<file path="config.mk">
export PLATFORM = sky130hd
export DESIGN_NAME = i2c_target_controller_flat
export DESIGN_NICKNAME = d
export VERILOG_FILES = /design/src/rtl/i2c_target_controller_if.sv /design/src/rtl/i2c_target_controller.sv /design/src/flat_wrapper.sv
export SDC_FILE = /design/constraint.sdc
export NUM_CORES = 1
export LEC_CHECK = 0
export BUFFER_PORTS_ARGS = -buffer_cell sky130_fd_sc_hd__clkbuf_2
export CAP_MARGIN = 20
export CORE_UTILIZATION = 57
export CTS_CLUSTER_DIAMETER = 60
export DETAILED_ROUTE_END_ITERATION = 10
export GPL_TIMING_DRIVEN = 0
export PLACE_DENSITY = 0.76
export SLEW_MARGIN = 10
export SYNTH_ARGS = -nofsm -noshare
export SYNTH_HDL_FRONTEND = slang
export SYNTH_SLANG_ARGS = --single-unit
</file>
<file path="constraint.sdc">
create_clock -name clk -period 2.3 [get_ports clk]
set_input_delay 0.46 -clock clk [delete_from_list [all_inputs] [get_ports clk]]
set_output_delay 0.46 -clock clk [all_outputs]
set_load 0.05 [all_outputs]
</file>
<file path="src/rtl/i2c_target_controller_if.sv">
// I2C target bus bundle: open-drain pin levels plus byte-level user handshake.
// Latency/backpressure: none of its own; timing is set by the controller and the bus master.
interface i2c_target_controller_if;
    logic       scl_in;
    logic       sda_in;
    logic       sda_oe;
    logic [7:0] tx_data;
    logic       tx_req;
    logic [7:0] rx_data;
    logic       rx_valid;
    logic       rw;
    logic       busy;
    logic       start_det;
    logic       stop_det;

    modport slave (
        input  scl_in, sda_in, tx_data,
        output sda_oe, tx_req, rx_data, rx_valid, rw, busy, start_det, stop_det
    );

    modport master (
        output scl_in, sda_in, tx_data,
        input  sda_oe, tx_req, rx_data, rx_valid, rw, busy, start_det, stop_det
    );
endinterface

</file>
<file path="src/rtl/i2c_target_controller.sv">
// 7-bit I2C target: receives write bytes, serves read bytes from tx_data; events lag pins by 3 clk.
// No backpressure: bus timing rules, so tx_data must be refreshed before the next tx_req.
module i2c_target_controller #(
    parameter logic [6:0] SLAVE_ADDR = 7'b0000111,
    parameter bit         ACK_DATA   = 1'b1
) (
    input  logic                    clk,
    input  logic                    reset,
    i2c_target_controller_if.slave  bus
);
    typedef enum logic [2:0] {
        IDLE, ADDR, ADDR_ACK, RX_BYTE, RX_ACK, TX_BYTE, TX_ACK, WAIT_STOP
    } state_t;

    state_t     state;
    logic [3:0] bit_cnt;
    logic [7:0] shift_reg;
    logic [7:0] tx_shift;
    logic       phase;
    logic       sda_oe, busy, rw, rx_valid, tx_req, start_det, stop_det;
    logic [7:0] rx_data;

    logic scl_s1, scl_s2, scl_d;
    logic sda_s1, sda_s2, sda_d;

    // Synchronizers reset high so the idle bus never looks like an edge.
    always_ff @(posedge clk) begin
        if (reset) begin
            scl_s1 <= 1'b1; scl_s2 <= 1'b1; scl_d <= 1'b1;
            sda_s1 <= 1'b1; sda_s2 <= 1'b1; sda_d <= 1'b1;
        end else begin
            scl_s1 <= bus.scl_in; scl_s2 <= scl_s1; scl_d <= scl_s2;
            sda_s1 <= bus.sda_in; sda_s2 <= sda_s1; sda_d <= sda_s2;
        end
    end

    logic scl_rise, scl_fall, start_cond, stop_cond;
    assign scl_rise   = scl_s2 & ~scl_d;
    assign scl_fall   = ~scl_s2 & scl_d;
    assign start_cond = scl_s2 & scl_d & sda_d & ~sda_s2;
    assign stop_cond  = scl_s2 & scl_d & ~sda_d & sda_s2;

    always_ff @(posedge clk) begin
        if (reset) begin
            state     <= IDLE;
            bit_cnt   <= 4'd0;
            shift_reg <= 8'h00;
            tx_shift  <= 8'h00;
            phase     <= 1'b0;
            sda_oe    <= 1'b0;
            busy      <= 1'b0;
            rw        <= 1'b0;
            rx_data   <= 8'h00;
            rx_valid  <= 1'b0;
            tx_req    <= 1'b0;
            start_det <= 1'b0;
            stop_det  <= 1'b0;
        end else begin
            rx_valid  <= 1'b0;
            tx_req    <= 1'b0;
            start_det <= start_cond;
            stop_det  <= stop_cond;
            if (start_cond) begin
                state   <= ADDR;
                bit_cnt <= 4'd0;
                phase   <= 1'b0;
                sda_oe  <= 1'b0;
                busy    <= 1'b0;
            end else if (stop_cond) begin
                state   <= IDLE;
                bit_cnt <= 4'd0;
                phase   <= 1'b0;
                sda_oe  <= 1'b0;
                busy    <= 1'b0;
            end else begin
                case (state)
                    IDLE: ;
                    ADDR: begin
                        if (scl_rise) begin
                            shift_reg <= {shift_reg[6:0], sda_s2};
                            if (bit_cnt == 4'd7) begin
                                bit_cnt <= 4'd0;
                                phase   <= 1'b0;
                                // shift_reg[6:0] now holds the seven address bits; sda_s2 is R/W.
                                if (shift_reg[6:0] == SLAVE_ADDR) begin
                                    rw    <= sda_s2;
                                    state <= ADDR_ACK;
                                end else begin
                                    state <= WAIT_STOP;
                                end
                            end else begin
                                bit_cnt <= bit_cnt + 4'd1;
                            end
                        end
                    end
                    ADDR_ACK: begin
                        if (scl_fall) begin
                            if (!phase) begin
                                sda_oe <= 1'b1;
                                busy   <= 1'b1;
                                phase  <= 1'b1;
                            end else begin
                                phase <= 1'b0;
                                if (!rw) begin
                                    sda_oe  <= 1'b0;
                                    bit_cnt <= 4'd0;
                                    state   <= RX_BYTE;
                                end else begin
                                    tx_shift <= {bus.tx_data[6:0], 1'b0};
                                    sda_oe   <= ~bus.tx_data[7];
                                    tx_req   <= 1'b1;
                                    bit_cnt  <= 4'd1;
                                    state    <= TX_BYTE;
                                end
                            end
                        end
                    end
                    RX_BYTE: begin
                        // Byte is published one clk after its 8th rising edge.
                        if (bit_cnt == 4'd8) begin
                            rx_data  <= shift_reg;
                            rx_valid <= 1'b1;
                            bit_cnt  <= 4'd0;
                            phase    <= 1'b0;
                            state    <= RX_ACK;
                        end else if (scl_rise) begin
                            shift_reg <= {shift_reg[6:0], sda_s2};
                            bit_cnt   <= bit_cnt + 4'd1;
                        end
                    end
                    RX_ACK: begin
                        if (scl_fall) begin
                            if (!phase) begin
                                sda_oe <= ACK_DATA;
                                phase  <= 1'b1;
                            end else begin
                                sda_oe <= 1'b0;
                                phase  <= 1'b0;
                                state  <= RX_BYTE;
                            end
                        end
                    end
                    TX_BYTE: begin
                        if (scl_fall) begin
                            if (bit_cnt == 4'd8) begin
                                sda_oe  <= 1'b0;
                                bit_cnt <= 4'd0;
                                phase   <= 1'b0;
                                state   <= TX_ACK;
                            end else begin
                                sda_oe   <= ~tx_shift[7];
                                tx_shift <= {tx_shift[6:0], 1'b0};
                                bit_cnt  <= bit_cnt + 4'd1;
                            end
                        end
                    end
                    TX_ACK: begin
                        if (scl_rise) begin
                            if (sda_s2) state <= WAIT_STOP;
                            else        phase <= 1'b1;
                        end else if (scl_fall && phase) begin
                            phase    <= 1'b0;
                            tx_shift <= {bus.tx_data[6:0], 1'b0};
                            sda_oe   <= ~bus.tx_data[7];
                            tx_req   <= 1'b1;
                            bit_cnt  <= 4'd1;
                            state    <= TX_BYTE;
                        end
                    end
                    WAIT_STOP: sda_oe <= 1'b0;
                    default:   state  <= IDLE;
                endcase
            end
        end
    end

    assign bus.sda_oe    = sda_oe;
    assign bus.busy      = busy;
    assign bus.rw        = rw;
    assign bus.rx_data   = rx_data;
    assign bus.rx_valid  = rx_valid;
    assign bus.tx_req    = tx_req;
    assign bus.start_det = start_det;
    assign bus.stop_det  = stop_det;
endmodule

</file>
<file path="src/flat_wrapper.sv">
// flat-port wrapper written by rule: the top's interface ports become plain ports
module i2c_target_controller_flat 
#(
    parameter logic [6:0] SLAVE_ADDR = 7'b0000111,
    parameter bit         ACK_DATA   = 1'b1
)
  (clk, reset, bus_scl_in, bus_sda_in, bus_tx_data, bus_sda_oe, bus_tx_req, bus_rx_data, bus_rx_valid, bus_rw, bus_busy, bus_start_det, bus_stop_det);
  i2c_target_controller_if bus_i ();
  input  logic clk;
  input  logic reset;
  input wire logic [$bits(bus_i.scl_in)-1:0] bus_scl_in;
  input wire logic [$bits(bus_i.sda_in)-1:0] bus_sda_in;
  input wire logic [$bits(bus_i.tx_data)-1:0] bus_tx_data;
  output wire logic [$bits(bus_i.sda_oe)-1:0] bus_sda_oe;
  output wire logic [$bits(bus_i.tx_req)-1:0] bus_tx_req;
  output wire logic [$bits(bus_i.rx_data)-1:0] bus_rx_data;
  output wire logic [$bits(bus_i.rx_valid)-1:0] bus_rx_valid;
  output wire logic [$bits(bus_i.rw)-1:0] bus_rw;
  output wire logic [$bits(bus_i.busy)-1:0] bus_busy;
  output wire logic [$bits(bus_i.start_det)-1:0] bus_start_det;
  output wire logic [$bits(bus_i.stop_det)-1:0] bus_stop_det;
  assign bus_i.scl_in = bus_scl_in;
  assign bus_i.sda_in = bus_sda_in;
  assign bus_i.tx_data = bus_tx_data;
  assign bus_sda_oe = bus_i.sda_oe;
  assign bus_tx_req = bus_i.tx_req;
  assign bus_rx_data = bus_i.rx_data;
  assign bus_rx_valid = bus_i.rx_valid;
  assign bus_rw = bus_i.rw;
  assign bus_busy = bus_i.busy;
  assign bus_start_det = bus_i.start_det;
  assign bus_stop_det = bus_i.stop_det;
  i2c_target_controller #(.SLAVE_ADDR(SLAVE_ADDR), .ACK_DATA(ACK_DATA)) u_core (.clk(clk), .reset(reset), .bus(bus_i));
endmodule
</file>
## Word level (Yosys, flattened, before mapping)

Cells that the tools add are included.

| word-level totals | value |
|---|---|
| register bits after elaboration | 45 |
| input bits | 12 |
| output and inout bits | 15 |
| word-level logic and storage cells | 164 |

| cells by class | value |
|---|---|
| add/subtract/negate cells | 1 |
| equal/unequal tests | 40 |
| mux-type cells | 65 |
| bitwise operators | 17 |
| reductions and logical operators | 21 |

Operators by type and width:

| kind | count |
|---|---|
| 2-to-1 mux 8 bit | 9 |
| 2-to-1 mux 3 bit | 14 |
| 2-to-1 mux 4 bit | 10 |
| inequality test 4 x 1 -> 1 bit (second input constant) | 9 |
| 2-to-1 mux 1 bit | 25 |
| inequality test 2 x 1 -> 1 bit (second input constant) | 12 |
| case mux 8 bit (3 select lines) | 1 |
| AND reduction 12 bit | 2 |
| case mux 4 bit (5 select lines) | 1 |
| case mux 3 bit (6 select lines) | 1 |
| case mux 8 bit (2 select lines) | 1 |
| nonzero test 5 bit | 3 |
| equality test 3 bit (second input constant) | 4 |
| AND reduction 6 bit | 2 |
| NOT 1 bit | 10 |
| case mux 1 bit (5 select lines) | 2 |
| AND reduction 10 bit | 1 |
| AND reduction 4 bit | 2 |
| AND reduction 8 bit | 1 |
| nonzero test 8 bit | 1 |
| AND 1 bit | 7 |
| equality test 7 x 3 -> 1 bit (second input constant) | 1 |
| AND reduction 7 bit | 1 |
| equality test 3 x 2 -> 1 bit (second input constant) | 2 |
| other kinds (19) | 22 |

## Longest topological paths before layout

| depth | value |
|---|---|
| word-level depth | 8 |
| gate-level depth with buffers | 8 |
| depth with buffers taken out | 7 |

## Worst setup path before layout

No wires, ideal clock.

| timing | value |
|---|---|
| kind | reg-to-reg |
| start point | reg u_core.bit_cnt[0] |
| end point | reg u_core.bit_cnt[0] |
| library setup time | 134 ps |
| data arrival time | 1553 ps |
| required time | 2166 ps |
| slack | 613 ps |
| stages on the path, launching flop included | 9 |
| buffers on the path | 1 |
| period minus slack after synthesis | 1687 ps |
| cell sequence | dfxtp_1 inv_1 ha_1 and3b_1 buf_4 nor3_2 or3_4 a211oi_1 a211oi_1 |

| between the ends | value |
|---|---|
| cells in the longest elaborated chain, start to end | 4 |
| elaborated cells on any way between the ends | 12 |
| those cells by class | add/sub: 1; eq/ne: 3; mux: 7; reduce/logical: 1 |

RTL lines:

| element | line | source |
|---|---|---|
| start, declared | i2c_target_controller.sv:16 | `logic [3:0] bit_cnt;` |
| start signal, assigned | i2c_target_controller.sv:92 | `bit_cnt <= bit_cnt + 4'd1;` |
| start signal, assigned | i2c_target_controller.sv:128 | `bit_cnt <= bit_cnt + 4'd1;` |
| start signal, assigned | i2c_target_controller.sv:153 | `bit_cnt <= bit_cnt + 4'd1;` |
| adder 4 x 1 -> 4 bit, or another cell as far along | i2c_target_controller.sv:92, i2c_target_controller.sv:128, i2c_target_controller.sv:153 |  |
| 2-to-1 mux 4 bit (on tied branches) | i2c_target_controller.sv:145, i2c_target_controller.sv:81, i2c_target_controller.sv:126 |  |
| 2-to-1 mux 4 bit (on tied branches) | i2c_target_controller.sv:144, i2c_target_controller.sv:79, i2c_target_controller.sv:120 |  |
| case mux 4 bit (5 select lines) | i2c_target_controller.sv:76 | `case (state)` |

Several ways; a longest one is shown, not always the timed one. The select of a mux whose other input is x is not followed.
A chain may end at the register's enable or synchronous reset.

## Final worst setup path

| timing | value |
|---|---|
| start point | reg u_core.bit_cnt[0] |
| end point | reg u_core.tx_shift[7] |

| between the ends | value |
|---|---|
| cells in the longest elaborated chain, start to end | 3 |

RTL lines:

| element | line | source |
|---|---|---|
| equality test 4 bit | i2c_target_controller.sv:145 | `if (bit_cnt == 4'd8) begin` |
| inequality test 2 bit (no source line) | n/a |  |
| AND reduction 10 bit (no source line) | n/a |  |
| end signal, assigned | i2c_target_controller.sv:109 | `tx_shift <= {bus.tx_data[6:0], 1'b0};` |
| end signal, assigned | i2c_target_controller.sv:152 | `tx_shift <= {tx_shift[6:0], 1'b0};` |
| end signal, assigned | i2c_target_controller.sv:163 | `tx_shift <= {bus.tx_data[6:0], 1'b0};` |
| end, declared | i2c_target_controller.sv:18 | `logic [7:0] tx_shift;` |

Every way passes these cells.

==> impl_results.rst <==
.. list-table::
   :header-rows: 1

   * - Metric
     - Value
   * - Outcome
     - finished clean
   * - Leak Pwr
     - 1.039 nW
   * - Starting Density
     - 0.6024
   * - Highest-count cells in the layout ignoring fill and taps
     - 44 x sky130_fd_sc_hd__dfxtp_1, 28 x sky130_fd_sc_hd__nor2_1, 25 x sky130_fd_sc_hd__clkbuf_2
   * - Data arrival, critical path
     - between 2000 and 2500 ps
   * - Total Neg Setup Slack
     - 0 ps
   * - Top cell by count, worst path
     - sky130_fd_sc_hd__a211oi_1
   * - Part of the total power dissipated in sequential elements
     - 0.430
   * - Setup crit start
     - u_core.bit_cnt[0]
   * - Setup repair after global routing missed its margin
     - false
   * - Via count of the first global-routing pass
     - between 1500 and 2000
   * - Antenna violations before repair
     - 0
   * - Number of synthesis warnings
     - 0
   * - Floorplan core area
     - ~3700 um2
   * - Worst r2r dst
     - u_core.tx_shift[7]
   * - CTS tree
     - built
   * - Number of fill cells in the layout
     - 322
   * - Gp weighted congestion
     - 0.8664
   * - Syn Area/Cell
     - around 9.0 um2
   * - Number of buffers created by CTS
     - 5
   * - Number of remaining DRC errors
     - 0
   * - Worst reg2reg path depth
     - 8
   * - Pin slew with the least headroom to its limit
     - roughly 550 ps
   * - Final Power
     - slightly below 2 mW
   * - Maximum number of pins on one net before global-route repair
     - 14
   * - Data required time at the worst endpoint
     - about 2500 ps
   * - Slowest cell on the critical path
     - sky130_fd_sc_hd__dfxtp_1
   * - Crit path cell chain
     - inv_1, ha_1, and3b_1, buf_4, nor3_2, o21ai_2, a211oi_1, a211oi_1
   * - Mapped Cells
     - 247
   * - Critical path peak fanout
     - 8
   * - Setup Viol. Count Final
     - 0
   * - Net count, final
     - approximately 290
   * - Placed wire-length estimate
     - approximately 3.5 mm
   * - Register bit count reported by yosys
     - 44
   * - Total vias in the final route
     - approximately 1900
   * - Area added between synthesis and finish
     - 12.50%
   * - Antenna diode instance count
     - 0
   * - Clock latency on the worst-skew pair
     - approximately 300 ps
   * - Count of cell instances traversed by the critical path
     - 8
   * - Fraction of final layout cells with drive strength greater than 1
     - 0.2500
   * - Sw power
     - approximately 0.66 mW
   * - Number of core rows
     - 22
   * - Number of DRC markers in iteration 0
     - slightly below 200
   * - Timing endpoint of the critical path
     - u_core.tx_shift[7]
   * - GR Overflow Total
     - 0
   * - CTS Root Cell
     - sky130_fd_sc_hd__clkbuf_8
   * - Pint
     - 1.282 mW
   * - Cell area after synthesis
     - between 2000 and 2500 um2
   * - Slew Viols, Final
     - 0
   * - DR WL/cell
     - between 15 and 20 um
   * - Via/cell ratio
     - approximately 6
   * - Residual antenna-violating net count after detailed routing
     - 0
   * - Pre-Repair DR Iteration Count
     - 4
   * - Worst-case clock skew
     - around 7.1 ps
   * - DIE WIDTH
     - between 60 and 70 um
   * - IO Count
     - 27
   * - Primary flip-flop cell chosen by synthesis mapping
     - sky130_fd_sc_hd__dfxtp_1
   * - Number of sinks driven by the clock tree
     - 44
   * - Setup Buffers After CTS
     - 0
   * - Nature of the critical path endpoint
     - flop
   * - Share of total power in combinational logic
     - 0.311
   * - Power density of the placed cells
     - approximately 780 nW/um2
   * - Final period util
     - 0.8612
   * - Number of violations of the max-capacitance limit
     - 0
   * - Worst-path clk slew
     - ~80 ps
   * - Switching power as a share of total power
     - 0.3383
   * - Post-synthesis cell type count
     - between 50 and 60
   * - Max Fclk
     - just over 500 MHz
   * - Maximum resistive drop on vdd
     - between 400 and 500 uV
   * - Level count of the clock H-tree
     - 2
   * - Top delay family on crit path
     - compound AO/OA/AOI/OAI gates
   * - Max incr delay on CP
     - 370 ps
   * - Portion of the post-synthesis area used by sequential elements
     - 0.3964
   * - Share of synthesized flip-flops with an asynchronous set or reset
     - 0
   * - Startpoint of the lowest-slack register-to-register path
     - u_core.bit_cnt[0]
   * - First-pass GRT wire length
     - about 8.5 mm
   * - Longest Clk Path Bufs
     - 2
   * - R2r setup slk
     - approximately 320 ps
   * - Floorplan die height
     - 64.44 um
   * - Relative slew slack
     - 0.6301
   * - Buffers and inverters on the worst path
     - 2
   * - Detailed Route WL
     - approximately 5 mm
   * - Number of hold-slack violations in the final timing report
     - 0
   * - Number of buffers added to fix hold violations after cts
     - 0
   * - CP Class
     - reg2reg
   * - Post-cts gate resize count
     - 0
   * - HP Class
     - in2reg
   * - Total die area
     - 4152 um2
   * - Total nets after synthesis
     - between 200 and 300
   * - Most frequent standard cell in the layout excluding fill and tap cells
     - sky130_fd_sc_hd__dfxtp_1
   * - Final worst path period need
     - ~2000 ps
   * - Startpoint class of the critical path
     - flop
   * - Total track usage
     - 0.2657
   * - Port bufs
     - 25
   * - Number of enable flip-flop cells after synthesis
     - 0
   * - Relative contribution of the clock network to total power
     - 0.259
per-layer routing:
layer | track usage | wire [um] | vias to the layer above
met1 | 0.3470 | 2231 | 905
met3 | 0.04930 | 286 | 12
met2 | 0.4355 | 2391 | 58
met5 | 0 | 0 | -
met4 | 0.09722 | 93 | 0
li1 | - | - | 950
how the worst min path moves through the flow:
stage | slack, ps | from | cells past startpoint | endpoint
final | 340 | bus_sda_in | 2 | u_core.sda_s1
after global routing | 350 | bus_scl_in | 2 | u_core.scl_s1
after detailed placement | 400 | u_core.sda_s1 | 1 | u_core.sda_s2
after global placement | 390 | u_core.sda_s1 | 1 | u_core.sda_s2
after CTS | 340 | bus_sda_in | 2 | u_core.sda_s1
after floorplan | 390 | u_core.scl_s1 | 1 | u_core.scl_s2
cells by family (layout without fill, tap and decap cells):
group | count (synthesis) | count (layout) | synth area share
simple gates | 102 | 102 | 0.2568
compound gates | 56 | 56 | 0.1881
flops | 44 | 44 | 0.3964
buf+inv | 22 | 55 | 0.05068
mux | 20 | 20 | 0.09290
fa+ha+maj | 2 | 2 | 0.01126
xor+xnor | 1 | 1 | 0.003942
cells in the mapped netlist (3+ instances only):
library cell	n	share of area
sky130_fd_sc_hd__nor2_1	28	0.047
sky130_fd_sc_hd__inv_1	5	0.0084
sky130_fd_sc_hd__nor2b_1	6	0.017
sky130_fd_sc_hd__nand3b_1	3	0.010
sky130_fd_sc_hd__o21ai_0	3	0.0068
sky130_fd_sc_hd__dfxtp_1	44	0.40
sky130_fd_sc_hd__a211oi_1	10	0.034
sky130_fd_sc_hd__or2_2	7	0.020
sky130_fd_sc_hd__mux2_2	5	0.025
sky130_fd_sc_hd__nand2_1	17	0.029
sky130_fd_sc_hd__clkbuf_1	5	0.0084
sky130_fd_sc_hd__nand4b_1	3	0.012
sky130_fd_sc_hd__buf_2	6	0.014
sky130_fd_sc_hd__buf_4	4	0.014
sky130_fd_sc_hd__nand3_1	13	0.029
sky130_fd_sc_hd__nor3_1	4	0.0090
sky130_fd_sc_hd__a31oi_1	4	0.011
sky130_fd_sc_hd__a21oi_1	19	0.043
sky130_fd_sc_hd__mux2i_1	15	0.068
stage by stage:
step | std cells | instance area [um2] | setup slack (ps) | util | hold slack, ps
floorplan | 247 | 2222 | 612.7 | - | 389.5
global placement | 320 | 2407 | 413.3 | 0.6526 | 390.3
detailed placement | 320 | 2407 | 360.3 | 0.6526 | 396.3
CTS | 328 | 2500 | 343.2 | 0.6777 | 336.0
global route | 328 | 2500 | 183.6 | 0.6777 | 351.4
finish | 328 | 2500 | 319.2 | 0.6777 | 341.5
power groups by stage:
stage,Sequential (mW),Combinational (mW),Clock [mW]
CTS,0.833,0.587,0.515
floorplan,0.856,0.462,0
finish,0.834,0.602,0.502
detailed placement,0.850,0.583,0
global route,0.838,0.655,0.543
global placement,0.850,0.575,0
layout make-up:
class | instances | area (um2) | share of cell area
sequential | 44 | 880.8 | 0.3524
tap | 48 | 60.06 | 0.02402
inverter | 6 | 22.52 | 0.009009
multi-input combinational | 181 | 1229 | 0.4915
buffer | 16 | 90.09 | 0.03604
clock buffer | 6 | 82.58 | 0.03303
clock inverter | 2 | 10.01 | 0.004004
timing repair buffer | 25 | 125.1 | 0.05005
Note: power is estimated with default switching activity, not from simulation.
